File: config.mk
export PLATFORM = sky130hd
export DESIGN_NAME = lc2k_prog_loader
export DESIGN_NICKNAME = d
export VERILOG_FILES = /design/src/rtl/lc2k_prog_loader.sv
export SDC_FILE = /design/constraint.sdc
export NUM_CORES = 1
export LEC_CHECK = 0
export CAP_MARGIN = 20
export CORE_MARGIN = 2
export CORE_UTILIZATION = 51
export CTS_BUF_LIST = sky130_fd_sc_hd__clkbuf_8
export DETAILED_ROUTE_END_ITERATION = 10
export GPL_ROUTABILITY_DRIVEN = 0
export PLACE_DENSITY = 0.87
export RECOVER_POWER = 100
export SYNTH_ARGS = -nofsm -noshare
export SYNTH_HDL_FRONTEND = slang
export SYNTH_SLANG_ARGS = --single-unit
File: constraint.sdc
create_clock -name clk -period 2.2 [get_ports clk]
set_clock_uncertainty 0.2 [all_clocks]
set_input_delay 0.44 -clock clk [delete_from_list [all_inputs] [get_ports clk]]
set_output_delay 0.44 -clock clk [all_outputs]
set_load 0.1 [all_outputs]
File: src/rtl/lc2k_prog_loader.sv
// rtl/lc2k_prog_loader.sv - framed byte-stream boot loader writing LC2K instruction memory
module lc2k_prog_loader #(
    parameter int         ADDR_WIDTH = 8,
    parameter logic [7:0] SYNC_BYTE  = 8'hA5
) (
    input  logic                  clk,
    input  logic                  reset,
    input  logic [7:0]            in_data,
    input  logic                  in_valid,
    output logic                  in_ready,
    output logic                  mem_we,
    output logic [ADDR_WIDTH-1:0] mem_addr,
    output logic [31:0]           mem_wdata,
    output logic                  cpu_reset,
    output logic                  load_done,
    output logic                  load_error,
    output logic [15:0]           words_loaded
);

    // 17 bits so a 16-bit address space (65536 words) is still representable
    localparam logic [16:0] DEPTH = 17'(1) << ADDR_WIDTH;

    typedef enum logic [2:0] {
        S_IDLE,
        S_LEN_HI,
        S_LEN_LO,
        S_DATA,
        S_CHECK,
        S_DONE,
        S_ERROR
    } state_t;

    state_t      state;
    logic [15:0] len;
    logic [23:0] word;
    logic [1:0]  byte_idx;
    logic [7:0]  checksum;
    logic        accept;
    logic [15:0] len_next;

    assign accept   = in_valid && in_ready;
    assign len_next = {len[15:8], in_data};

    // Frame parser, word assembler and memory write strobe
    always_ff @(posedge clk) begin
        if (reset) begin
            state        <= S_IDLE;
            in_ready     <= 1'b1;
            mem_we       <= 1'b0;
            mem_addr     <= '0;
            mem_wdata    <= '0;
            cpu_reset    <= 1'b1;
            load_done    <= 1'b0;
            load_error   <= 1'b0;
            words_loaded <= '0;
            len          <= '0;
            word         <= '0;
            byte_idx     <= '0;
            checksum     <= '0;
        end else begin
            mem_we <= 1'b0;
            case (state)
                S_IDLE: begin
                    if (accept && in_data == SYNC_BYTE) begin
                        state <= S_LEN_HI;
                    end
                end
                S_LEN_HI: begin
                    if (accept) begin
                        len[15:8] <= in_data;
                        state     <= S_LEN_LO;
                    end
                end
                S_LEN_LO: begin
                    if (accept) begin
                        len[7:0] <= in_data;
                        checksum <= '0;
                        byte_idx <= '0;
                        if ({1'b0, len_next} > DEPTH) begin
                            state      <= S_ERROR;
                            in_ready   <= 1'b0;
                            load_error <= 1'b1;
                        end else if (len_next == 16'd0) begin
                            state <= S_CHECK;
                        end else begin
                            state <= S_DATA;
                        end
                    end
                end
                S_DATA: begin
                    if (accept) begin
                        checksum <= checksum ^ in_data;
                        byte_idx <= byte_idx + 2'd1;
                        word     <= {word[15:0], in_data};
                        if (byte_idx == 2'd3) begin
                            mem_we       <= 1'b1;
                            mem_addr     <= words_loaded[ADDR_WIDTH-1:0];
                            mem_wdata    <= {word, in_data};
                            words_loaded <= words_loaded + 16'd1;
                            if (words_loaded + 16'd1 == len) begin
                                state <= S_CHECK;
                            end
                        end
                    end
                end
                S_CHECK: begin
                    if (accept) begin
                        in_ready <= 1'b0;
                        if (in_data == checksum) begin
                            state     <= S_DONE;
                            load_done <= 1'b1;
                        end else begin
                            state      <= S_ERROR;
                            load_error <= 1'b1;
                        end
                    end
                end
                S_DONE: begin
                    cpu_reset <= 1'b0;
                end
                S_ERROR: begin
                    cpu_reset <= 1'b1;
                end
                default: begin
                    state <= S_IDLE;
                end
            endcase
        end
    end

endmodule

==> key figures, run 1 <==
Global route
  • Initial antenna violation count: 0
  • First-pass GRT wire length: 21,100 um
  • Total track usage: 25.8%
  • Gr ovfl total: 0
  • Vias in the first global route: 4,512
  • Largest net degree at the start of global routing: 50

Route
  • ANT nets after route: 0
  • Drt first pass iters: 6
  • Initial DRC Count: 374
  • Vias per std cell: 5.60
  • WL final: between 10,000 and 15,000 um
  • DR WL/cell: between 15 and 20 um
  • DRC errors left: 0
  • Via count: 4,756

STA
  • Crit share post-route: 100%
  • Hold_ws: ~0.21 ns
  • RSZ-0062 raised after global routing: true
  • Final Max Tran Viols: 0
  • Final Setup Violations: 1
  • Final worst slack: -0.00855 ns
  • Achievable frequency: 453 MHz
  • Setup TNS: -0.00855 ns
  • Worst-margin pin slew: 0.555 ns
  • Slew HR: 63.2%
  • Endpoints failing hold: 0
  • Final min period: 2.21 ns

Placement
  • Port bufs: 71
  • Post-DP Area: 6090 um^2
  • Post-DP HPWL: 8930 um

Synthesis
  • Top post-synthesis cells by count: nand2_1, dfxtp_1, a21oi_1
  • Largest cells by area after synthesis: dfxtp_1, nand2_1, a21oi_1, nor2_1, xor2_1
  • Ys flop type: dfxtp_1
  • Synth cell types: a little over 50
  • Synth Cell Area: about 4900 um^2
  • Post-Syn Instances: about 620
  • Yosys warnings: 0
  • Yosys top cell area share: 46.2%
  • Ys async rst share: 0%
  • Seq/Total Area, Yosys: between 40 and 50%
  • Mapped Nets: 637
  • Top-count cell post-synth: nand2_1
  • Area leader, netlist: dfxtp_1
  • Synth Register Bits: about 110
  • EDFF count, synth: 0
  • Mapped Avg Cell Area: roughly 7.9 um^2

Power
  • Clk pwr share: 46.6%
  • Leakage: 2.56 nW
  • Net switching power: 0.000973 W
  • Seq pwr share: around half
  • Peak supply drop: 0.000414 V
  • Power per standard cell area: 640 nW/um^2
  • Sw frac: 23.7%
  • Gate power share: roughly 3.4%
  • P_int: 0.00314 W

Critical path
  • Critical Path RT: 2.31 ns
  • Worst Path Arrival: between 2 and 2.5 ns
  • CP Max Fanout: 4
  • Nature of the critical path endpoint: flip-flop
  • Crit start category: flip-flop
  • R2r setup slk: -0.009 ns
  • Crit path cell chain: ha_4 -> nand3_4 -> o21ai_2 -> nand4_1 -> nor4_2 -> buf_4 -> nand4_1 -> o31ai_2 -> a211oi_1
  • CP delay by family, top: simple AND/OR/NAND/NOR gates
  • Largest stage delay, worst path: 0.37 ns
  • Buf/Inv on CP: 1
  • Crit-path most repeated cell: nand4_1
  • Setup CP Type: flip-flop to flip-flop
  • Crit-path slowest cell: dfxtp_4

Final layout
  • Post-route cell area: ~6400 um^2
  • Antenna diodes: 0
  • Layout Nets: 721
  • Syn-to-layout area delta: 29.9%
  • Share of cells above drive strength 1: 23.6%

Die
  • Initial core utilization: 53.0%
  • Core Rows: 35
  • Chip height: 102 um
  • Die area: 10,500 um^2
  • I/O Pins: 72
  • CORE AREA: around 9300 um^2
  • Die Span X: 102 um

Clock tree
  • Total CTS buffers: 17
  • Clock transition at path regs: around 0.07 ns
  • Clock root buffer: clkbuf_8
  • Htree depth: 4
  • TritonCTS clock tree: yes
  • Clk_lat worst skew: approximately 0.44 ns
  • CTS max path bufs: 2
  • CTS Sinks: 114

Flow run
  • Max-Cap Viols: 0

Outcome
  • Failing checks: setup timing
  • Outcome: finished with violations

Min path
  • Hold Crit Class: primary input to flip-flop
==> layout make-up <==
type	count	area, um^2
flip-flops and latches	114	2330
inverters	3	11.3
clock buffers	18	248
fillers	696	2910
multi-input cells	458	2540
repair buffers	114	996
clock inverters	14	136
well taps	129	161
==> power by group through the flow <==
stage / clock network (W) / logic, W / registers (W)
floorplan: 0 / 0.0000715 / 0.00210
global placement: 0 / 0.000127 / 0.00210
detailed placement: 0 / 0.000131 / 0.00210
CTS: 0.00194 / 0.000133 / 0.00206
global route: 0.00203 / 0.000145 / 0.00205
finish: 0.00191 / 0.000138 / 0.00206
==> registers in the layout, indices dropped and copies added (netlist names) <==
| signal | count |
|---|---|
| len | 16 |
| state | 3 |
| words_loaded | 16 |
| word | 24 |
| in_ready | 1 |
| checksum | 8 |
| cpu_reset | 1 |
| mem_addr | 8 |
| mem_wdata | 32 |
| load_done | 1 |
| mem_we | 1 |
| load_error | 1 |
| byte_idx | 2 |
==> cells by family after synthesis <==
| logic type | synth area share (%) |
|---|---|
| adder cells (fa/ha/maj) | 0.506 |
| AND/OR/NAND/NOR | 24.7 |
| buffers and inverters | 4.38 |
| multiplexers | 3.24 |
| AO/OA/AOI/OAI | 13.2 |
| XOR/XNOR | 7.80 |
| flip-flops | 46.2 |
==> routing by layer <==
layer	global-route usage, %	up-vias	wire length, um	share of wire (%)
met5	0	-	0	0
met4	13.3	0	402	3.1
met3	6.77	45	1090	8.3
met2	42.0	251	6360	48
met1	31.5	2216	5280	40
li1	-	2244	-	-
==> placed cells by master, fill, tap and decap left out, types with 13 or more instances in the layout <==
cell type / netlist / final
nand2_1: 150 / 150
buf_4: 3 / 48
nor2_1: 65 / 62
clkbuf_8: 0 / 18
mux2i_1: 16 / 16
a21oi_1: 74 / 74
xnor2_1: 21 / 21
dfxtp_1: 114 / 100
clkbuf_2: 0 / 38
nand3_1: 15 / 13
buf_12: 0 / 17
xor2_1: 23 / 23
==> per-stage QoR <==
step / total power [W] / setup slack (ns) / util [%] / instances
4_1_cts: 0.00413 / 0.00711 / 69.8 / 850
5_1_grt: 0.00423 / -0.0534 / 68.8 / 850
3_5_place_dp: 0.00223 / -0.359 / 65.3 / 818
2_1_floorplan: 0.00217 / -0.0831 / - / 624
3_3_place_gp: 0.00223 / -0.251 / 65.3 / 818
6_report: 0.00411 / -0.00855 / 68.8 / 850
==> final timing paths <==
kind	cells past startpoint	startpoint	endpoint
worst min-delay path	2	reset	checksum[0]$_SDFFE_PP0P_
worst max-delay path	9	words_loaded[0]$_SDFFE_PP0P_	state[1]$_SDFFE_PP0P_
worst max register to register	9	words_loaded[0]$_SDFFE_PP0P_	state[1]$_SDFFE_PP0P_
worst min register to register	2	mem_wdata[31]$_SDFFE_PP0P_	mem_wdata[31]$_SDFFE_PP0P_
==> repair_timing <==
action	4_1_cts	5_1_grt
hold buffers	0	0
pin swaps	4	5
gates resized for setup	8	11
setup buffers	0	0
endpoints found under the setup margin	3	41
(Power assumes the default switching activity.)
==> run 2, diff against run 1 <==
- CAP_MARGIN: 20 -> unset
- CTS_CLUSTER_SIZE: unset -> 24
==> results of run 2 <==
Same layout as run 1: the final DEF is identical, and so are final timing and power.
